<file path="src/rtl/conv_encoder_pkg.sv">
// Shared constants and types for the rate-1/2, K=3 (7,5) convolutional code.
// The Viterbi side's models use the same generators and codeword type.
package conv_encoder_pkg;

  localparam int K = 3;
  localparam logic [K-1:0] G1 = 3'b111;
  localparam logic [K-1:0] G0 = 3'b101;

  typedef enum logic [1:0] {
    IDLE = 2'd0,
    DATA = 2'd1,
    TAIL = 2'd2
  } fsm_e;

  typedef logic [1:0] code_t;

endpackage

</file>
<file path="src/rtl/conv_enc_core.sv">
// One trellis step: input bit u and state {m1,m2} give the codeword {c1,c0}
// and the successor state {u,m1}. Purely combinational.
module conv_enc_core
  import conv_encoder_pkg::*;
(
  input  logic       u_i,
  input  logic [1:0] st_i,
  output logic [1:0] code_o,
  output logic [1:0] next_st_o
);

  logic [K-1:0] taps;

  assign taps      = {u_i, st_i};
  assign code_o    = {^(taps & G1), ^(taps & G0)};
  assign next_st_o = {u_i, st_i[1]};

endmodule

</file>
<file path="src/rtl/conv_encoder.sv">
// Frame-based (7,5) convolutional encoder: serialises a DATA_W-bit payload MSB
// first, appends two zero tail bits, and streams codewords under valid/ready.
module conv_encoder
  import conv_encoder_pkg::*;
#(
  parameter int DATA_W = 8
) (
  input  logic              clk_i,
  input  logic              rst_i,
  input  logic [DATA_W-1:0] data_i,
  input  logic              valid_i,
  output logic              ready_o,
  output logic [1:0]        code_o,
  output logic              code_valid_o,
  input  logic              code_ready_i,
  output logic              sof_o,
  output logic              eof_o
);

  localparam int CNT_W = (DATA_W > 1) ? $clog2(DATA_W) : 1;
  localparam logic [CNT_W-1:0] CNT_LAST = CNT_W'(DATA_W - 1);
  localparam logic [CNT_W-1:0] CNT_ONE  = CNT_W'(1);

  fsm_e              fsm_q, fsm_d;
  logic [DATA_W-1:0] sreg_q, sreg_d;
  logic [CNT_W-1:0]  cnt_q, cnt_d;
  logic [1:0]        st_q, st_d;

  logic  u;
  code_t core_code;
  logic [1:0] core_nst;
  logic  busy;
  logic  xfer;

  // Everything visible on the output side depends on registers only.
  assign busy = (fsm_q == DATA) || (fsm_q == TAIL);
  assign u    = (fsm_q == DATA) ? sreg_q[DATA_W-1] : 1'b0;
  assign xfer = busy && code_ready_i;

  conv_enc_core u_core (
    .u_i      (u),
    .st_i     (st_q),
    .code_o   (core_code),
    .next_st_o(core_nst)
  );

  assign ready_o      = (fsm_q == IDLE);
  assign code_valid_o = busy;
  assign code_o       = busy ? core_code : 2'b00;
  assign sof_o        = (fsm_q == DATA) && (cnt_q == '0);
  assign eof_o        = (fsm_q == TAIL) && (cnt_q == CNT_ONE);

  always_comb begin
    fsm_d  = fsm_q;
    sreg_d = sreg_q;
    cnt_d  = cnt_q;
    st_d   = st_q;
    unique case (fsm_q)
      IDLE: begin
        if (valid_i) begin
          sreg_d = data_i;
          st_d   = 2'b00;
          cnt_d  = '0;
          fsm_d  = DATA;
        end
      end
      DATA: begin
        if (xfer) begin
          sreg_d = {sreg_q[DATA_W-2:0], 1'b0};
          st_d   = core_nst;
          if (cnt_q == CNT_LAST) begin
            cnt_d = '0;
            fsm_d = TAIL;
          end else begin
            cnt_d = cnt_q + CNT_ONE;
          end
        end
      end
      TAIL: begin
        if (xfer) begin
          st_d = core_nst;
          if (cnt_q == CNT_ONE) begin
            cnt_d = '0;
            fsm_d = IDLE;
          end else begin
            cnt_d = cnt_q + CNT_ONE;
          end
        end
      end
      default: fsm_d = IDLE;
    endcase
  end

  always_ff @(posedge clk_i) begin
    if (rst_i) begin
      fsm_q  <= IDLE;
      sreg_q <= '0;
      cnt_q  <= '0;
      st_q   <= 2'b00;
    end else begin
      fsm_q  <= fsm_d;
      sreg_q <= sreg_d;
      cnt_q  <= cnt_d;
      st_q   <= st_d;
    end
  end

endmodule
</file>
<file path="config.mk">
export PLATFORM = sky130hd
export DESIGN_NAME = conv_encoder
export DESIGN_NICKNAME = d
export VERILOG_FILES = /design/src/rtl/conv_encoder_pkg.sv /design/src/rtl/conv_enc_core.sv /design/src/rtl/conv_encoder.sv
export SDC_FILE = /design/constraint.sdc
export NUM_CORES = 1
export LEC_CHECK = 0
export CAP_MARGIN = 20
export CORE_MARGIN = 8
export CORE_UTILIZATION = 39
export CTS_BUF_LIST = sky130_fd_sc_hd__clkbuf_2 sky130_fd_sc_hd__clkbuf_4 sky130_fd_sc_hd__clkbuf_8
export DETAILED_ROUTE_END_ITERATION = 8
export SYNTH_ARGS = -nofsm -noshare
export SYNTH_HDL_FRONTEND = slang
export SYNTH_HIERARCHICAL = 1
export SYNTH_SLANG_ARGS = --single-unit
</file>
<file path="constraint.sdc">
create_clock -name clk_i -period 2.3 [get_ports clk_i]
set_clock_uncertainty 0.1 [all_clocks]
set_input_delay 0.46 -clock clk_i [delete_from_list [all_inputs] [get_ports clk_i]]
set_output_delay 0.46 -clock clk_i [all_outputs]
set_load 0.02 [all_outputs]
</file>
# After elaboration in Yosys (flattened, before gate mapping)

Index checks and enable logic that the tools add are counted.

Register bits: 15
Input port bits: 12
Output and inout port bits: 6

Add/subtract/negate cells: 1
Equality and inequality tests: 10
Mux-type cells: 20
Reduce and logical (&&, ||, !) cells: 16

Operators by type and width:

| operator                                       | number |
|---|---|
| two-way mux 2 bit                              | 8 |
| two-way mux 8 bit                              | 2 |
| case mux 8 bit (2 select lines)                | 1 |
| two-way mux 3 bit                              | 5 |
| case mux 3 bit (3 select lines)                | 1 |
| != test 2 x 1 -> 1 bit (second input constant) | 3 |
| != test 2 bit (second input constant)          | 3 |
| case mux 2 bit (3 select lines)                | 1 |
| AND reduction 3 bit                            | 2 |
| parity 3 bit                                   | 2 |
| AND reduction 5 bit                            | 1 |
| case mux 2 bit (2 select lines)                | 1 |
| AND reduction 4 bit                            | 1 |
| nonzero test 2 bit                             | 2 |
| adder 3 x 1 -> 3 bit (second input constant)   | 1 |
| == test 3 x 1 -> 1 bit (second input constant) | 1 |
| == test 3 bit (second input constant)          | 1 |
| logical AND 1 bit                              | 3 |
| zero test 3 bit                                | 1 |
| nonzero test 3 bit                             | 1 |
| == test 2 x 1 -> 1 bit (second input constant) | 1 |
| == test 2 bit (second input constant)          | 1 |
| zero test 2 bit                                | 1 |
| OR reduction 2 bit                             | 1 |
| 2 further kinds                                | 2 |

# Logic depth before layout (Yosys ltp)

Gate-level depths: netlist of the first run.

Depth after elaboration: 5
Depth in mapped cells: 7

# Cells and area by module

Netlist of the first run, hierarchy kept.

By module, submodules not included:

| module        | instances | cells each | area each (um2) | sequential area each (um2) |
|---|---|---|---|---|
| conv_encoder  | 1         | 104        | 930.9           | 300.3 |
| conv_enc_core | 1         | 4          | 47.5            | 0.0 |

# Worst setup path after synthesis of the first run

OpenSTA, ideal clock, no wires.

Path kind: flip-flop to output port
Start point: register fsm_q[1]
End point: output port sof_o
Arrival time: 1.421 ns
Setup slack: 0.319 ns
Cell stages (with the launch flop): 6
Path buffers: 1
Cell sequence: dfxtp_1 > inv_1 > ha_1 > buf_4 > inv_1 > nor3b_1

Cells in the longest elaborated chain, start to end: 2

Ends and longest elaborated chain:

| item                   | line                | source |
|---|---|---|
| start, declared        | conv_encoder.sv:24  | `fsm_e fsm_q, fsm_d;` |
| start signal, assigned | conv_encoder.sv:101 | `fsm_q <= fsm_d;` |
| == test 2 x 1 -> 1 bit | conv_encoder.sv:50  | `assign sof_o = (fsm_q == DATA) && (cnt_q == '0);` |
| logical AND 1 bit      | conv_encoder.sv:50  |  |
| end, declared          | conv_encoder.sv:16  | `output logic sof_o,` |

Every way passes these cells.

# Worst setup path in the final report of the first run

Start point: register fsm_q[1]
End point: output port code_o[0]

Cells in the longest elaborated chain, start to end: 4

Ends and longest elaborated chain:

| item                   | line                | source |
|---|---|---|
| == test 2 x 1 -> 1 bit | conv_encoder.sv:37  | `assign u = (fsm_q == DATA) ? sreg_q[DATA_W-1] : 1'b0;` |
| two-way mux 1 bit      | conv_encoder.sv:37  |  |
| net u                  | conv_encoder.sv:29  | `logic u;` |
| parity 3 bit           | conv_enc_core.sv:15 | `assign code_o = {^(taps & G1), ^(taps & G0)};` |
| net core_code[0]       | conv_encoder.sv:30  | `code_t core_code;` |
| two-way mux 2 bit      | conv_encoder.sv:49  | `assign code_o = busy ? core_code : 2'b00;` |
| end, declared          | conv_encoder.sv:13  | `output logic [1:0] code_o,` |

The timed path passes the listed nets, and every way through them passes these cells.

==> results of run 1 <==
## routing by layer
metal,wire [um],vias to the layer above,track usage,share of wire
met5,0,-,0,0
li1,-,425,-,-
met2,999,16,0.169,0.49
met4,18,0,0.0640,0.0089
met3,60,2,0.0186,0.030
met1,947,374,0.111,0.47
## state kept, by name, summed over array words and instances (netlist names)
register  flops
sreg_q        8
fsm_q         2
st_q          2
cnt_q         3
## layout make-up
cell class | count | area [um^2]
Fill cell | 242 | 1200
Multi-Input combinational cell | 78 | 611
Sequential cell | 15 | 300
Timing Repair Buffer | 24 | 220
Tap cell | 30 | 37.5
Clock buffer | 4 | 30.0
Inverter | 8 | 30.0
## cell usage in the layout (no fill, tap or decap), types with 2 or more instances in the layout
cell type and instances:
dfxtp_1 15, clkdlybuf4s50_1 11, nor2_1 9, a211oi_1 9
inv_1 8, mux2i_1 8, ha_1 8, buf_4 7
a21oi_1 6, nand2b_1 4, nand2_1 4, clkbuf_4 4
and2_1 3, nand4_1 3, nor3b_1 2, nand3_1 2
nor2b_1 2, a21o_1 2, dlygate4sd2_1 2, dlymetal6s2s_1 2
## worst max path at each step
stage                     startpoint         to  slack, ns  cells after the start
final                       fsm_q[1]  code_o[0]       0.11                      6
after global routing        fsm_q[1]  code_o[0]      0.009                      6
after CTS                   fsm_q[1]  code_o[1]      -0.01                      6
after detailed placement    fsm_q[1]  code_o[1]       0.05                      6
after global placement      fsm_q[1]  code_o[1]       0.08                      6
after floorplan             fsm_q[1]      sof_o       0.32                      5
## what timing repair did
action                                  CTS  global route
hold buffers                              0             0
endpoints found under the hold margin     0             0
resized for setup                         6             5
endpoints found under the setup margin    5             4
## through the flow
step / hold slack, ns / instances / instance area [um^2] / TNS (ns) / worst slack [ns]
floorplan: 0.346 / 108 / 978 / 0 / 0.319
global placement: 0.366 / 155 / 1200 / 0 / 0.0815
detailed placement: 0.370 / 155 / 1200 / 0 / 0.0465
CTS: 0.384 / 159 / 1230 / -0.0147 / -0.0147
global route: 0.407 / 159 / 1230 / 0 / 0.00877
finish: 0.381 / 159 / 1230 / 0 / 0.112
## cell families (layout without fill, tap and decap cells)
kind of cell / Yosys count / in the layout
mux: 8 / 8
compound gates: 25 / 25
simple gates: 34 / 34
fa+ha+maj: 9 / 9
flops: 15 / 15
xor+xnor: 2 / 2
buf+inv: 15 / 36
## power breakdown
part           internal (mW)  switching [mW]  total (mW)  leakage, nW
Sequential             0.330          0.0377       0.367        0.123
Combinational          0.304           0.370       0.674        0.381
Clock                 0.0790          0.0796       0.159       0.0184
Total                  0.713           0.487        1.20        0.523
## critical path: stages (launching register included)
cell,delay [ns]
dfxtp_1,0.34
inv_1,0.08
ha_1,0.20
and2_4,0.17
xor2_1,0.13
and2_1,0.15
clkdlybuf4s15_1,0.28
==> results.yml, run 1 <==
die:
  die-area_um2: 4370
  die_h_um: 66.1
  initial_core_util: 0.402
  ios: 18
  core_area_um2: 2430
  die_w_um: 66.1
  rows: 18
clocking:
  clk-insertion-delay-late_ns: 0.28
  cts_sinks: 15
  cts_root_buffer: "clkbuf_4"
  cts_buffer_depth: 2
  cts_made_buffers: 3
  cts_setup_buffers: 0
  htreeDepth: 1
  cts_tree: "built"
  path_clk_slew_ns: 0.09
run_status:
  status: "completed"
grt:
  overflow: 0
  antenna_found_initial: 0
  grt_pass1_wl_um: 3510
  grt_max_degree: 16
  first_global_vias: 838
  grt_usage: 0.0996
worst_setup_path:
  rr_worst_depth: 6
  r2r-start: "fsm_q[0]"
  critPathRequiredTime_ns: 1.74
  startpoint_type: "flop"
  crit_path_end_kind: "output port"
  cp.arrival_ns: 1.63
  crit_path_max_fanout: 3
  rrSetupSlack_ns: 0.33
  crit_type: "reg2out"
  timing.rr.end: "cnt_q[2]"
placed_design:
  place_congestion: 0.872
  io_buffers: 17
  dp_hpwl_um: 1630
pwr:
  power_density_nw_per_um2: 976
  peakVddDrop_mv: 0.493
  power_mw: 1.20
  leakage_nw: 0.523
drt:
  post_drt_wl_per_cell_um: 12.7
  dr_total_vias: 817
  remaining_drc_errors: 0
  dr.pass1.iters: 4
  finalWirelength_um: 2030
  ant_nets: 0
  viasPerCell: 5.14
  first_iter_violations: 5
synth:
  synthSimpleGateAreaFrac: 0.189
  yosys-top-cells-count: "15 x dfxtp_1, 9 x a211oi_1, 9 x ha_1, 9 x nor2_1"
  syn_inst: 108
  synth_ff_type: "dfxtp_1"
  syn_area_um2: 978
  synthXorXnorAreaFrac: 0.0332
  synth-compound-area-share: 0.199
  yosysWarnings: 6
  synth_seq_area_share: 0.307
  yosysMostFrequentCell: "dfxtp_1"
  async_reset_ff_frac: 0
  synth_edf_count: 0
  syn_nets: 129
  yosys.area_share.adder: 0.115
  synth_top_area_share: 0.307
  yosys-mux-area-fraction: 0.0818
  synth_top_family_by_area: "compound AO/OA/AOI/OAI gates"
  synth_cell_type_count: 33
  synth_area_leader_cell: "dfxtp_1"
  yosys-top-cells-area: "dfxtp_1 31%, ha_1 12%, mux2i_1 8.2%"
  avgSynthCellArea_um2: 9.06
  ys_ff_latch: 15
hold_path:
  worstHoldPathCells: 2
  holdCritStartpoint: "sreg_q[0]"
  hold_path_class: "reg2reg"
  min_to: "sreg_q[0]"
cells_and_area:
  area_delta_synth_final_pct: 25.6
  n_antenna_cell: 0
  utilization: 0.505
  drive_above_1_share: 0.140
  num-nets-final: 151
timing:
  slew_headroom: 0.722
  worst_pin_slew_ns: 0.417
  rsz0062_at_grt: "false"
  min_period_over_period: 0.952
  setup_violations: 0
  finalHoldViolCount: 0
  min_period_ns: 2.19
  max_freq_ghz: 0.457
  finalMaxSlewViolations: 0
flow_run:
  drv_cap: 0
(Power assumes the default switching activity.)
==> run 2, diff against run 1 <==
--- a/config.mk
+++ b/config.mk
@@ -6,7 +6,7 @@
 export NUM_CORES = 1
 export LEC_CHECK = 0
 export CAP_MARGIN = 20
-export CORE_MARGIN = 8
+export CORE_MARGIN = 2
 export CORE_UTILIZATION = 39
 export CTS_BUF_LIST = sky130_fd_sc_hd__clkbuf_2 sky130_fd_sc_hd__clkbuf_4 sky130_fd_sc_hd__clkbuf_8
 export DETAILED_ROUTE_END_ITERATION = 8
==> run 2 against run 1 <==
  * Non-clock buffer count rose by 1
  * Final cell count increased by 0.63%
  * Count of clock-buffer cells in the layout decreased by 1
  * First-iteration DRC count rose by 80%
  * Total power increased by 0.41%
  * Largest cell class unchanged
  * Design area is 0.51% higher
==> results.yml, run 2 (synthesis results as in run 1) <==
grt:
  antenna_found_initial: 0
  grt_pass1_wl_um: 3310
  grt_usage: 0.156
  overflow: 0
  grt_max_degree: 12
  first_global_vias: 814
drt:
  post_drt_wl_per_cell_um: 11.8
  first_iter_violations: 9
  dr_total_vias: 812
  viasPerCell: 5.08
  dr.pass1.iters: 4
  finalWirelength_um: 1900
  remaining_drc_errors: 0
  ant_nets: 0
timing:
  finalHoldViolCount: 0
  slew_headroom: 0.693
  worst_pin_slew_ns: 0.460
  min_period_over_period: 0.948
  min_period_ns: 2.18
  finalMaxSlewViolations: 0
  max_freq_ghz: 0.459
  whs_ns: 0.384
  setup_violations: 0
pwr:
  power_density_nw_per_um2: 975
  peakVddDrop_mv: 0.836
  p_sw_frac: 0.409
  clkPwrFrac: 0.126
  p_int_uw: 711
  combPwrFrac: 0.570
  leakage_nw: 0.530
  seq_power_share: 0.304
  power.switching_uw: 493
die:
  ios: 18
  core_area_um2: 2430
  initial_core_util: 0.402
  die-area_um2: 2930
  rows: 18
  die_w_um: 54.1
  die_h_um: 54.1
clocking:
  cts_sinks: 15
  cts_made_buffers: 3
  clk-insertion-delay-late_ns: 0.28
  cts_hold_buf: 0
  cts_setup_buffers: 0
  cts_root_buffer: "clkbuf_4"
  cts_buffer_depth: 2
  cts_tree: "built"
  path_clk_slew_ns: 0.10
  htreeDepth: 1
placed_design:
  placed_cells: 156
  io_buffers: 17
  dp_hpwl_um: 1480
  place_congestion: 0.843
run_status:
  status: "completed"
worst_setup_path:
  startpoint_type: "flop"
  cpPeakStageDelay_ns: 0.40
  cp.arrival_ns: 1.62
  critPathRequiredTime_ns: 1.74
  crit_type: "reg2out"
  crit_path_end_kind: "output port"
  path_cells: "inv_1 > ha_2 > and2_1 > dlygate4sd2_1"
  rr_worst_depth: 6
  crit_path_max_fanout: 8
  slowest_stage: "ha_2"
hold_path:
  hold_path_class: "reg2reg"
  worstHoldPathCells: 2
cells_and_area:
  area_delta_synth_final_pct: 26.2
  final_common_cell: "dfxtp_1"
  drive_above_1_share: 0.162
  utilization: 0.508
  top_regs: "sreg_q: 8 flops, cnt_q: 3 flops"
  top_register: "sreg_q"
  final_cell_mix: "15 x dfxtp_1, 11 x clkdlybuf4s50_1, 9 x nor2_1, 9 x a211oi_1"
  num-nets-final: 152
  instances_no_fill: 160
  n_antenna_cell: 0
  largest_reg_flops: 8
flow_run:
  drv_cap: 0
## run 2: cell count changes in the layout (fill, tap and decap cells not counted)
cell	previous run	this run
clkbuf_4	4	3
ha_2	1	2
clkinv_2	0	1
clkdlybuf4s15_1	1	0
ha_1	8	7
inv_2	0	1
buf_4	7	8
dlygate4sd2_1	2	3
inv_1	8	7
## run 2: area by class of cell
| class | instances | area, um^2 |
|---|---|---|
| timing repair buffer | 25 | 226 |
| sequential | 15 | 300 |
| inverter | 8 | 30.0 |
| multi-input combinational | 78 | 613 |
| fill | 250 | 1200 |
| clock inverter | 1 | 5.00 |
| tap | 30 | 37.5 |
| clock buffer | 3 | 22.5 |
## run 2: per-layer routing
metal	up-vias	GRT usage	part of all wire
met4	0	0.0750	0.0074
li1	424	-	-
met2	15	0.264	0.49
met5	-	0	0
met3	2	0.0361	0.034
met1	371	0.186	0.47
## run 2: power by group through the flow
stage               clock (mW)  combinational [mW]  sequential [mW]
floorplan                    0               0.518            0.363
global placement             0               0.691            0.370
detailed placement           0               0.696            0.373
CTS                      0.158               0.695            0.367
global route             0.172               0.769            0.378
finish                   0.152               0.687            0.366
## run 2: through the flow
step	instance area, um^2	setup TNS, ns	setup WS [ns]	power [mW]
5_1_grt	1230	-0.0000772	-0.0000772	1.32
3_3_place_gp	1200	0	0.0860	1.06
2_1_floorplan	978	0	0.319	0.881
3_5_place_dp	1200	0	0.0551	1.07
4_1_cts	1230	-0.0101	-0.0101	1.22
6_report	1230	0	0.119	1.20
## run 2: path summary, 6_finish.rpt
check / startpoint / to / slack, ns
worst max-delay path: fsm_q[0] / code_o[0] / 0.12
worst min-delay path: sreg_q[0] / sreg_q[0] / 0.38
worst max register to register: fsm_q[0] / cnt_q[2] / 0.29
worst min register to register: sreg_q[0] / sreg_q[0] / 0.38
## run 2: critical path, delay by kind of cell (launching register included)
| family | cells | cell delay [ns] |
|---|---|---|
| adders and majority gates | 1 | 0.40 |
| DFF | 1 | 0.38 |
| and+or+nand+nor | 1 | 0.13 |
| buffers and inverters | 2 | 0.43 |
## run 2: timing repair
action                                  4_1_cts  5_1_grt
endpoints found under the setup margin        5        4
hold endpoints to repair                      0        0
gates resized for setup                       6        6
==> run 3, diff against run 2 <==
--- a/config.mk
+++ b/config.mk
@@ -10,6 +10,7 @@
 export CORE_UTILIZATION = 39
 export CTS_BUF_LIST = sky130_fd_sc_hd__clkbuf_2 sky130_fd_sc_hd__clkbuf_4 sky130_fd_sc_hd__clkbuf_8
 export DETAILED_ROUTE_END_ITERATION = 8
+export DONT_BUFFER_PORTS = 1
 export SYNTH_ARGS = -nofsm -noshare
 export SYNTH_HDL_FRONTEND = slang
 export SYNTH_HIERARCHICAL = 1
==> constraint.sdc (replaced) <==
create_clock -name clk_i -period 2.1 [get_ports clk_i]
set_clock_uncertainty 0.1 [all_clocks]
set_input_delay 0.42 -clock clk_i [delete_from_list [all_inputs] [get_ports clk_i]]
set_output_delay 0.42 -clock clk_i [all_outputs]
set_load 0.02 [all_outputs]
==> run 3 against run 2 <==
  * Count of clock-buffer cells in the layout grew 1
  * Clock power grew 16%
  * First-iteration DRC count shrank 67%
  * Utilization shrank 7.4 points
==> results.yml, run 3 (synthesis results as in run 1) <==
clocking:
  cts_root_buffer: "clkbuf_4"
  cts_buffer_depth: 2
  clk-insertion-delay-late_ns: 0.27
  cts_tree: "built"
  htreeDepth: 1
  cts_sinks: 15
  cts_made_buffers: 3
  path_clk_slew_ns: 0.09
die:
  die-area_um2: 2930
  rows: 18
  ios: 18
  core_area_um2: 2430
  die_h_um: 54.1
  die_w_um: 54.1
  initial_core_util: 0.402
hold_path:
  min_to: "cnt_q[1]"
  holdCritStartpoint: "rst_i"
  worstHoldPathCells: 1
  hold_path_class: "in2reg"
worst_setup_path:
  worstPathBufferInverterCount: 1
  r2r-start: "fsm_q[0]"
  crit_family: "simple AND/OR/NAND/NOR gates"
  crit_path_end_kind: "output port"
  cpPeakStageDelay_ns: 0.36
  crit_type: "reg2out"
  startpoint_type: "flop"
  crit_path_max_fanout: 4
  rrSetupSlack_ns: 0.18
  rr_worst_depth: 6
  critPathRequiredTime_ns: 1.58
  path_cells: "inv_2 > ha_2 > and2_4 > xor3_1 > and2_2"
  cp.arrival_ns: 1.51
  slowest_stage: "dfxtp_2"
  timing.rr.end: "cnt_q[1]"
cells_and_area:
  final_common_cell: "dfxtp_1"
  largest_reg_flops: 8
  instances_no_fill: 139
  n_antenna_cell: 0
  final_cell_mix: "14 x dfxtp_1, 9 x a211oi_1, 8 x mux2i_1, 8 x nor2_1"
  drive_above_1_share: 0.183
  top_register: "sreg_q"
  n_fill_cell: 258
  area_delta_synth_final_pct: 7.93
  top_regs: "sreg_q: 8 flops, cnt_q: 3 flops"
  num-nets-final: 131
  utilization: 0.434
drt:
  finalWirelength_um: 1940
  dr.pass1.iters: 2
  first_iter_violations: 3
  viasPerCell: 5.43
  dr_total_vias: 755
  post_drt_wl_per_cell_um: 13.9
  remaining_drc_errors: 0
  ant_nets: 0
placed_design:
  io_buffers: 0
  dp_hpwl_um: 1490
  placed_cells: 135
  place_congestion: 0.801
  dp_slack_ns: 0.164
pwr:
  power_density_nw_per_um2: 1220
  combPwrFrac: 0.549
  p_int_uw: 746
  p_sw_frac: 0.420
  seq_power_share: 0.314
  peakVddDrop_mv: 0.722
  power.switching_uw: 541
  leakage_nw: 0.414
  clkPwrFrac: 0.136
grt:
  grtUsageMet2: 0.240
  grt_busiest_layer: "met2"
  antenna_found_initial: 0
  use_met3: 0.0194
  grt_max_degree: 18
  first_global_vias: 750
  overflow: 0
  use_met1: 0.209
  grt_pass1_wl_um: 3260
  grt_usage: 0.152
timing:
  fin_ws_ns: 0.0724
  setup_violations: 0
  worst_pin_slew_ns: 0.464
  slew_headroom: 0.691
  min_period_ns: 2.03
  max_freq_ghz: 0.493
  finalHoldViolCount: 0
  min_period_over_period: 0.966
  finalMaxSlewViolations: 0
  setup_tns_ns: 0
  rsz0062_at_grt: "false"
  whs_ns: 0.102
run_status:
  status: "completed"
flow_run:
  drv_cap: 0
## run 3: changes by cell type in the layout (fill, tap and decap cells not counted), sizes merged
cell / before / now
clkinv: 1 / 0
buf: 8 / 4
clkdlybuf4s50: 11 / 0
dlymetal6s2s: 2 / 0
dlygate4sd2: 3 / 0
## run 3: power groups by stage
| stage | sequential, mW | clock [mW] | combinational (mW) |
|---|---|---|---|
| 2_1_floorplan | 0.398 | 0 | 0.567 |
| 3_3_place_gp | 0.405 | 0 | 0.658 |
| 3_5_place_dp | 0.407 | 0 | 0.682 |
| 4_1_cts | 0.403 | 0.181 | 0.688 |
| 5_1_grt | 0.414 | 0.197 | 0.779 |
| 6_report | 0.405 | 0.176 | 0.707 |
## run 3: layout make-up
cell class	count	area, um^2	area share
sequential	15	302	0.286
timing repair buffer	4	33.8	0.0320
inverter	8	30.0	0.0284
clock buffer	4	30.0	0.0284
multi-input combinational	78	623	0.590
tap	30	37.5	0.0355
## run 3: what timing repair did
| item | CTS | global route |
|---|---|---|
| hold endpoints to repair | 0 | 0 |
| setup buffers | 0 | 0 |
| setup endpoints to repair | 2 | 5 |
| resized for setup | 3 | 7 |
| hold buffers | 0 | 0 |
## run 3: worst max path at each step
stage	start	end	slack [ns]	cells after the start
global route	fsm_q[0]	eof_o	0.005	4
detailed placement	fsm_q[1]	sreg_q[3]	0.16	6
global placement	fsm_q[1]	fsm_q[0]	0.20	7
CTS	fsm_q[1]	code_o[1]	0.02	5
finish	fsm_q[1]	code_o[1]	0.07	5
floorplan	fsm_q[1]	cnt_q[2]	0.13	7
## run 3: stage by stage
step	total power, mW	cell area, um^2
global route	1.39	1060
detailed placement	1.09	1000
CTS	1.27	1040
finish	1.29	1060
floorplan	0.965	978
global placement	1.06	1000
## run 3: metal layers
metal	part of all wire	up-vias	routed length, um
met5	0	-	0
met4	0.0088	0	17
met3	0.031	2	61
met2	0.49	15	944
met1	0.47	354	914
li1	-	384	-
